$ cat src/rtl/cdma_job_arbiter.sv
// cdma_job_arbiter: round-robin job scheduler in front of one AXI CDMA.
// Optional: CDMA_ARB_RESP_CHECK_EN turns non-OKAY bresp/rresp into job errors.
module cdma_job_arbiter #(
  parameter int         NREQ        = 2,
  parameter logic [9:0] STATUS_ADDR = 10'h04
) (
  input  logic                 clk,
  input  logic                 rst,
  input  logic [NREQ-1:0]      req,
  input  logic [32*NREQ-1:0]   req_src,
  input  logic [32*NREQ-1:0]   req_dst,
  input  logic [32*NREQ-1:0]   req_len,
  output logic [NREQ-1:0]      grant,
  output logic [NREQ-1:0]      done,
  output logic [NREQ-1:0]      err,
  output logic                 busy,
  output logic [9:0]           awaddr,
  output logic                 awvalid,
  input  logic                 awready,
  output logic [31:0]          wdata,
  output logic                 wvalid,
  input  logic                 wready,
  input  logic [1:0]           bresp,
  input  logic                 bvalid,
  output logic                 bready,
  output logic [9:0]           araddr,
  output logic                 arvalid,
  input  logic                 arready,
  input  logic [31:0]          rdata,
  input  logic [1:0]           rresp,
  input  logic                 rvalid,
  output logic                 rready
);

  localparam int IW = (NREQ > 2) ? 2 : 1;

  typedef enum logic [2:0] {
    IDLE, WRITE, WRESP, RADDR, RDATA, FINISH
  } state_t;

  state_t          state_q, state_d;
  logic [1:0]      idx_q, idx_d;
  logic [IW-1:0]   rr_ptr_q, rr_ptr_d;
  logic [IW-1:0]   gidx_q, gidx_d;
  logic [31:0]     src_q, src_d;
  logic [31:0]     dst_q, dst_d;
  logic [31:0]     len_q, len_d;
  logic            aw_done_q, aw_done_d;
  logic            w_done_q, w_done_d;
  logic            fail_q, fail_d;
  logic [NREQ-1:0] grant_q, grant_d;
  logic [NREQ-1:0] done_q, done_d;
  logic [NREQ-1:0] err_q, err_d;
  logic            awvalid_q, awvalid_d;
  logic            wvalid_q, wvalid_d;
  logic [9:0]      awaddr_q, awaddr_d;
  logic [31:0]     wdata_q, wdata_d;

  logic            found;
  logic [IW-1:0]   pick;
  logic [31:0]     psrc, pdst, plen;

  // Status bits other than Idle/errors and, without the check, the responses.
  logic unused_in;
  assign unused_in = ^{bresp, rresp, rdata[31:7], rdata[3:2], rdata[0]};

  // First requesting slot at or after rr_ptr, wrapping around.
  always_comb begin : arb
    int j;
    j     = 0;
    found = 1'b0;
    pick  = '0;
    psrc  = '0;
    pdst  = '0;
    plen  = '0;
    for (int k = 0; k < NREQ; k++) begin
      j = int'(rr_ptr_q) + k;
      if (j >= NREQ) j = j - NREQ;
      if (!found && req[j]) begin
        found = 1'b1;
        pick  = IW'(j);
        psrc  = req_src[32*j +: 32];
        pdst  = req_dst[32*j +: 32];
        plen  = req_len[32*j +: 32];
      end
    end
  end

  // Next-state, job latch and registered AXI write channel values.
  always_comb begin
    state_d   = state_q;
    idx_d     = idx_q;
    rr_ptr_d  = rr_ptr_q;
    gidx_d    = gidx_q;
    src_d     = src_q;
    dst_d     = dst_q;
    len_d     = len_q;
    aw_done_d = aw_done_q;
    w_done_d  = w_done_q;
    fail_d    = fail_q;
    grant_d   = '0;
    done_d    = '0;
    err_d     = '0;
    awaddr_d  = awaddr_q;
    wdata_d   = wdata_q;
    unique case (state_q)
      IDLE: begin
        if (found) begin
          gidx_d        = pick;
          src_d         = psrc;
          dst_d         = pdst;
          len_d         = plen;
          grant_d[pick] = 1'b1;
          idx_d         = 2'd0;
          aw_done_d     = 1'b0;
          w_done_d      = 1'b0;
          if (int'(pick) == NREQ - 1) rr_ptr_d = '0;
          else rr_ptr_d = pick + IW'(1);
          if (plen == 32'd0) begin
            fail_d  = 1'b1;
            state_d = FINISH;
          end else begin
            fail_d  = 1'b0;
            state_d = WRITE;
          end
        end
      end
      WRITE: begin
        aw_done_d = aw_done_q | (awvalid_q & awready);
        w_done_d  = w_done_q | (wvalid_q & wready);
        if (aw_done_d && w_done_d) state_d = WRESP;
      end
      WRESP: begin
        if (bvalid) begin
`ifdef CDMA_ARB_RESP_CHECK_EN
          if (bresp != 2'b00) begin
            fail_d  = 1'b1;
            state_d = FINISH;
          end else
`endif
          if (idx_q < 2'd2) begin
            idx_d     = idx_q + 2'd1;
            aw_done_d = 1'b0;
            w_done_d  = 1'b0;
            state_d   = WRITE;
          end else begin
            state_d = RADDR;
          end
        end
      end
      RADDR: begin
        if (arready) state_d = RDATA;
      end
      RDATA: begin
        if (rvalid) begin
`ifdef CDMA_ARB_RESP_CHECK_EN
          if (rresp != 2'b00) begin
            fail_d  = 1'b1;
            state_d = FINISH;
          end else
`endif
          if (|rdata[6:4]) begin
            fail_d  = 1'b1;
            state_d = FINISH;
          end else if (rdata[1]) begin
            fail_d  = 1'b0;
            state_d = FINISH;
          end else begin
            state_d = RADDR;
          end
        end
      end
      FINISH: begin
        done_d[gidx_q] = ~fail_q;
        err_d[gidx_q]  = fail_q;
        state_d        = IDLE;
      end
      default: state_d = IDLE;
    endcase
    // The grant cycle itself carries no valid; valids start one cycle later.
    awvalid_d = (state_d == WRITE) && (state_q != IDLE) && !aw_done_d;
    wvalid_d  = (state_d == WRITE) && (state_q != IDLE) && !w_done_d;
    if (state_d == WRITE) begin
      unique case (idx_d)
        2'd0: begin
          awaddr_d = 10'h018;
          wdata_d  = src_d;
        end
        2'd1: begin
          awaddr_d = 10'h020;
          wdata_d  = dst_d;
        end
        default: begin
          awaddr_d = 10'h028;
          wdata_d  = len_d;
        end
      endcase
    end
  end

  // State and datapath registers, cleared asynchronously.
  always_ff @(posedge clk or posedge rst) begin
    if (rst) begin
      state_q   <= IDLE;
      idx_q     <= 2'd0;
      rr_ptr_q  <= '0;
      gidx_q    <= '0;
      src_q     <= '0;
      dst_q     <= '0;
      len_q     <= '0;
      aw_done_q <= 1'b0;
      w_done_q  <= 1'b0;
      fail_q    <= 1'b0;
      grant_q   <= '0;
      done_q    <= '0;
      err_q     <= '0;
      awvalid_q <= 1'b0;
      wvalid_q  <= 1'b0;
      awaddr_q  <= '0;
      wdata_q   <= '0;
    end else begin
      state_q   <= state_d;
      idx_q     <= idx_d;
      rr_ptr_q  <= rr_ptr_d;
      gidx_q    <= gidx_d;
      src_q     <= src_d;
      dst_q     <= dst_d;
      len_q     <= len_d;
      aw_done_q <= aw_done_d;
      w_done_q  <= w_done_d;
      fail_q    <= fail_d;
      grant_q   <= grant_d;
      done_q    <= done_d;
      err_q     <= err_d;
      awvalid_q <= awvalid_d;
      wvalid_q  <= wvalid_d;
      awaddr_q  <= awaddr_d;
      wdata_q   <= wdata_d;
    end
  end

  assign grant   = grant_q;
  assign done    = done_q;
  assign err     = err_q;
  assign busy    = (state_q != IDLE) | (|done_q) | (|err_q);
  assign awaddr  = awaddr_q;
  assign awvalid = awvalid_q;
  assign wdata   = wdata_q;
  assign wvalid  = wvalid_q;
  assign bready  = (state_q == WRESP);
  assign arvalid = (state_q == RADDR);
  assign araddr  = (state_q == RADDR) ? STATUS_ADDR : 10'h000;
  assign rready  = (state_q == RDATA);

endmodule

$ cat config.mk
export PLATFORM = sky130hd
export DESIGN_NAME = cdma_job_arbiter
export DESIGN_NICKNAME = d
export VERILOG_FILES = /design/src/rtl/cdma_job_arbiter.sv
export SDC_FILE = /design/constraint.sdc
export NUM_CORES = 1
export LEC_CHECK = 0
export BUFFER_PORTS_ARGS = -buffer_cell sky130_fd_sc_hd__buf_2
export CORE_MARGIN = 10
export CORE_UTILIZATION = 53
export DETAILED_ROUTE_END_ITERATION = 6
export HOLD_SLACK_MARGIN = 0.12
export PLACE_DENSITY = 0.91
export SLEW_MARGIN = 20
export SYNTH_ARGS = -nofsm -noshare
export SYNTH_HDL_FRONTEND = slang
export SYNTH_SLANG_ARGS = --single-unit
$ cat constraint.sdc
create_clock -name clk -period 7.65 [get_ports clk]
set_clock_uncertainty 0.2 [all_clocks]
set_input_delay 1.53 -clock clk [delete_from_list [all_inputs] [get_ports clk]]
set_output_delay 1.53 -clock clk [all_outputs]
set_load 0.1 [all_outputs]
* After elaboration in Yosys (flattened, before gate mapping)
Cells that the tools add are included.
** Storage, ports and cells
- Register bits after elaboration :: 156
- Output and inout port bits :: 64
- Logic and storage cells :: 140
** Operators by class
- $add $sub $neg :: 5
- Magnitude comparators :: 9
- Equal/unequal tests :: 10
- Shift operators :: 6
- Muxes and demuxes :: 64
- Bitwise operators :: 9
- Reduce and logical (&&, ||, !) cells :: 20
** Operators with widths (number)
- 2-to-1 mux 32 bit :: 14
- indexed part select 64 x 32 -> 32 bit :: 6
- less-than comparator 32 x 3 -> 1 bit, second input constant :: 2
- case mux 32 bit (2 select lines) :: 1
- zero test 32 bit :: 1
- 2-to-1 mux 3 bit :: 9
- 2-to-1 mux 1 bit :: 24
- 2-to-1 mux 2 bit :: 8
- case mux 3 bit (5 select lines) :: 1
- case mux 6 bit (2 select lines) :: 1
- logical AND 1 bit :: 7
- equality test 3 x 1 -> 1 bit, second input constant :: 2
- equality test 3 x 2 -> 1 bit, second input constant :: 2
- equality test 3 bit, second input constant :: 2
- case mux 1 bit (3 select lines) :: 2
- AND 2 bit :: 2
- less-than comparator 1 x 2 -> 1 bit, second input constant :: 2
- != test 2 bit, second input constant :: 2
- OR 1 bit :: 4
- case mux 2 bit (2 select lines) :: 1
- AND reduction 4 bit :: 1
- OR reduction 2 bit :: 2
- zero test 1 bit :: 3
- zero test 3 bit :: 1
- other kinds (20) :: 23

* Longest topological paths before layout
- Depth in word-level cells :: 16
- Mapped depth :: 10

* Least setup slack after synthesis
No wires, ideal clock.
- Path type :: register to output
- Start :: register state_q[1]
- End :: output bready
- Data arrival time :: 2.702 ns
- Data required time :: 5.920 ns
- Path slack :: 3.218 ns
- Stages on the path, launching flop included :: 4
- Path buffers :: 1
- Cell sequence :: dfrtp_1 buf_2 inv_1 nor3_1
** On the way
- Longest elaborated chain between the ends :: 1
** RTL lines
- from (decl) :: line 41 : state_t state_q, state_d;
- from (signal assigned) :: line 222 : state_q <= state_d;
- equality test 3 x 2 -> 1 bit :: line 250 : assign bready = (state_q == WRESP);
- to (decl) :: line 25 : output logic bready,
No other way between the ends.

* Worst setup path after layout
- Start :: input req[1]
- End :: register wdata_q[19], in the netlist wdata[19]
** On the way
- Elaborated cells on any way between the ends :: 32
- Classes of those cells :: eq/ne: 2; mux: 26; reduce/logical: 4
** RTL lines
- from (decl) :: line 9 : input logic [NREQ-1:0] req,
- 2-to-1 mux 1 bit (implied by the code) (3 in a row) :: line 79 : if (!found && req[j]) begin
- 2-to-1 mux 1 bit :: line 79
- zero test 1 bit :: line 79
- logical AND 1 bit :: line 79
- 2-to-1 mux 32 bit / 2-to-1 mux 1 bit (equally long branches) :: line 79
- 2-to-1 mux 32 bit * :: line 108 : if (found) begin
- 2-to-1 mux 32 bit * :: line 106 : unique case (state_q)
- named net len_d[19] :: line 47 : logic [31:0] len_q, len_d;
- case mux 32 bit (2 select lines) * :: line 184 : unique case (idx_d)
- to (signal assigned) :: line 238 : wdata_q <= wdata_d;
- to (decl) :: line 57 : logic [31:0] wdata_q, wdata_d;
The timed path passes the listed nets; every way through them passes the cells marked *. The select of a mux whose other input is x is not followed.
A chain may end at the register's enable or synchronous reset.

==> results.txt <==
----------------------------------------------------
[Job]
  Max Cap Viol ... 0

[Die]
  Die X ... 141 um
  Core region area ... 0.0145 sq mm
  Count of boundary I/O pins ... 301
  Standard-cell row count ... 44
  Initial standard-cell utilization of the core ... 53.8%
  Overall die height ... 141 um
  Die outline area ... 0.0200 sq mm

[Place]
  DPL Wire Length ... 18000 um
  Routability cong. ... 0.901
  Number of buffer cells added on primary ports ... 252
  Dpl cell area ... 0.00898 sq mm

[STA]
  Worst slew margin ... 34.3%
  Slew at the pin with the worst max-slew slack ... 0.982 ns
  Shortest period the worst path allows ... 4.48 ns
  Setup TNS after final layout ... 0 ns
  Final clock period utilization by the worst path ... 58.5%
  Number of setup violations in the final report ... 0
  Slew Limit Fails ... 0
  Unrepaired setup endpoints after global routing ... no
  Total count of hold-check failures in the final report ... 0
  Highest achievable clock rate ... 223 MHz

[CTS]
  Clock transition time at the flip-flop clock pins of the worst setup and hold paths ... 0.06 ns
  Number of clock sinks ... 149
  Max Root-Sink Buffers ... 2
  PostCTS Resize Cnt ... 0
  Buffer cell driving the clock tree root ... sky130_fd_sc_hd__clkbuf_16
  H-Tree Level Count ... 4
  TritonCTS clock tree ... done
  Clk_lat worst skew ... 0.42 ns
  Total setup buffers inserted after CTS ... 0
  Number of clock buffers inserted by TritonCTS ... 17
  Post-CTS Hold Fix Bufs ... 0

[Worst setup path]
  Required arrival time at the worst endpoint ... 7.74 ns
  Critical path's largest stage delay ... 0.79 ns
  Slowest stage cell, crit path ... sky130_fd_sc_hd__o21a_4
  Crit path launch type ... input pin
  Max Fanout on Critical Path ... 82
  Start-to-end type of the worst setup path ... in -> reg
  Kind of end point of the critical path ... flop
  Cell breakdown of the critical path ... buf_2 > o21a_4 > buf_4 > mux2_2 > nor2_1 > a31oi_1 > mux2_1
  Data arrival time of the critical path ... 4.57 ns

[Outcome]
  Outcome ... finished with violations
  Failing checks ... DRC

[Finish]
  Area added between synthesis and finish ... 22.9%
  Total area of sequential cells ... 0.00373 sq mm
  Final core utilization ... 66.2%
  Fraction of final layout cells with drive strength greater than 1 ... 36.3%
  Number of filler instances in the final layout ... 1134
  Number of nets in the layout ... 1169
  Multi-input combinational cell area ... 0.00368 sq mm
  Finished layout cell area ... 0.00958 sq mm

[Logic synthesis]
  Sequential element share of the synthesized area ... 47.8%
  Area contributors post-synth ... sky130_fd_sc_hd__dfrtp_1, sky130_fd_sc_hd__mux2_2, sky130_fd_sc_hd__a221o_1, sky130_fd_sc_hd__a32o_1, sky130_fd_sc_hd__nor2_1
  Gate count of the mapped netlist ... 725
  Most common flop cell mapped by yosys ... sky130_fd_sc_hd__dfrtp_1
  Count of yosys warnings during synthesis ... 0
  Synth Register Bits ... 149
  Largest area contributor in the synthesized netlist ... sky130_fd_sc_hd__dfrtp_1
  Synth Cell Area ... 0.00780 sq mm
  Unique cell type count in the Yosys netlist ... 52
  Post-synth EDFFs ... 0
  Fraction of registers with async set or reset after synthesis ... 100%
  Avg Cell Area, Syn ... 10.8 sq um
  Yosys top cell area share ... 47.8%

[Route]
  Routed len/inst ... 22.0 um
  DRT iter0 DRCs ... 711
  Avg Vias per Cell ... 6.26
  Number of detailed-routing iterations run before antenna repair ... 7
  Aggregate routed wire length ... 24900 um
  Via Count ... 7073
  Antenna Violating Nets Remaining ... 0
  Post-route DRC ... 3

[Power and ir drop]
  Switch share ... 47.7%
  Part of the total power dissipated in combinational logic ... 56.1%
  Clk network pwr share ... 16.7%
  Cell internal power dissipation ... 2.61 mW
  Reported net switching power ... 2.39 mW
  Largest voltage drop on the vdd net ... 0.284 mV
  Flop pwr share ... 27.2%
  Final total power ... 5.00 mW
  Leakage Power ... 4.38 nW
  Power Density ... 522 mW/mm^2

[Global route]
  Pin count of the biggest net entering global routing ... 98
  Remaining global-route overflow ... 0
  Initial antenna violation count ... 1
  Wire length of the first global-routing pass ... 38100 um
  Total routing resource utilization after global routing ... 24.0%
  Number of global-route vias before repair ... 7036

[Worst hold path]
  Min-Delay Path Class ... reg -> reg

----------------------------------------------------
critical path: cells and delay by family:
family	cells	cell delay [ns]
mux	2	0.74
simple gates	1	0.21
compound gates	2	0.87
buf+inv	2	1.17
cells in the final DEF (no fill, tap or decap), types with 3 or more instances in the layout:
cell type                      n
sky130_fd_sc_hd__buf_2       252
sky130_fd_sc_hd__dfrtp_1     149
sky130_fd_sc_hd__nor2_1       76
sky130_fd_sc_hd__mux2_2       44
sky130_fd_sc_hd__a21oi_1      35
sky130_fd_sc_hd__a31oi_1      34
sky130_fd_sc_hd__a221o_1      33
sky130_fd_sc_hd__a32o_1       32
sky130_fd_sc_hd__a22oi_1      32
sky130_fd_sc_hd__o21a_1       31
sky130_fd_sc_hd__a211o_1      31
sky130_fd_sc_hd__o211ai_1     31
sky130_fd_sc_hd__mux2_1       22
sky130_fd_sc_hd__nor4_1       17
sky130_fd_sc_hd__clkbuf_16    17
sky130_fd_sc_hd__conb_1       16
sky130_fd_sc_hd__nand2_1       9
sky130_fd_sc_hd__buf_4         8
sky130_fd_sc_hd__inv_1         5
sky130_fd_sc_hd__o21ai_0       5
sky130_fd_sc_hd__nand2b_1      5
sky130_fd_sc_hd__clkinvlp_4    5
sky130_fd_sc_hd__nand4_1       4
sky130_fd_sc_hd__and3_1        4
sky130_fd_sc_hd__or4b_1        3
sky130_fd_sc_hd__nand3_1       3
sky130_fd_sc_hd__bufinv_16     3
sky130_fd_sc_hd__clkbuf_1      3
final cells by class:
cell class | instances | area share [%]
multi-input combinational | 497 | 38.4
clock buffer | 20 | 4.56
timing repair buffer | 260 | 13.8
antenna | 1 | 0.0261
sequential | 149 | 38.9
tap | 184 | 2.40
inverter | 6 | 0.287
clock inverter | 12 | 1.62
registers in the layout, summed over array words and instances, names as in the netlist:
signal	cells
fail_q	1
dst_q	32
aw_done_q	1
done	2
grant	2
len_q	32
awvalid	1
idx_q	2
w_done_q	1
wvalid	1
err	2
rr_ptr_q	1
awaddr	3
gidx_q	1
state_q	3
wdata	32
src_q	32
stage by stage:
stage	std cells	hold WS, ns	worst slack, ns
floorplan	740	0.255	1.91
global placement	1096	0.271	2.91
detailed placement	1096	0.276	2.79
CTS	1128	0.288	3.21
global route	1128	0.299	2.99
finish	1129	0.291	3.17
metal layers:
metal,wire length [um],global-route usage (%)
met1,10500,31.0
met2,11300,36.7
met3,2330,7.68
met4,702,8.91
met5,0,0
power groups by stage:
stage,logic (mW),clock network [mW],registers [mW]
after CTS,2.80,0.840,1.36
final,2.80,0.835,1.36
after floorplan,1.59,0,2.05
after detailed placement,2.77,0,1.37
after global routing,2.98,0.879,1.40
after global placement,2.70,0,1.34
cell usage after synthesis (all sizes together), types with 2 or more instances:
master,count
inv,6
nand2b,5
a22oi,33
clkbuf,30
nor2,76
mux2,66
and3,5
nor4,17
or4b,3
nor3,3
nand2,10
nand4,4
a31oi,34
a221o,33
o21a,32
a32o,32
o21ai,6
buf,58
nor3b,2
and2,3
dfrtp,149
nand3,3
a211o,31
a21oi,35
o211ai,31
logic make-up (layout without fill, tap and decap cells):
logic type      count (synthesis)  after routing  share of synthesized area (%)
compound gates                277            277                           27.6
flops                         149            149                           47.8
simple gates                  136            136                           8.59
buf+inv                        94            298                           6.16
mux                            67             67                           9.66
fa+ha+maj                       1              1                          0.160
other cells                     1             17                         0.0481
path summary, 6_finish.rpt:
kind	startpoint	to	slack, ns	cells after the start
max	req[1]	wdata[19]	3.17	7
min	dst_q[22]	dst_q[22]	0.29	1
max reg2reg	state_q[1]	wdata[19]	3.86	7
min reg2reg	dst_q[22]	dst_q[22]	0.29	1
max in group asynchronous	rst	len_q[28]	4.87	3
min in group asynchronous	rst	wdata[4]	1.07	2
Note: power is estimated with default switching activity, not from simulation.
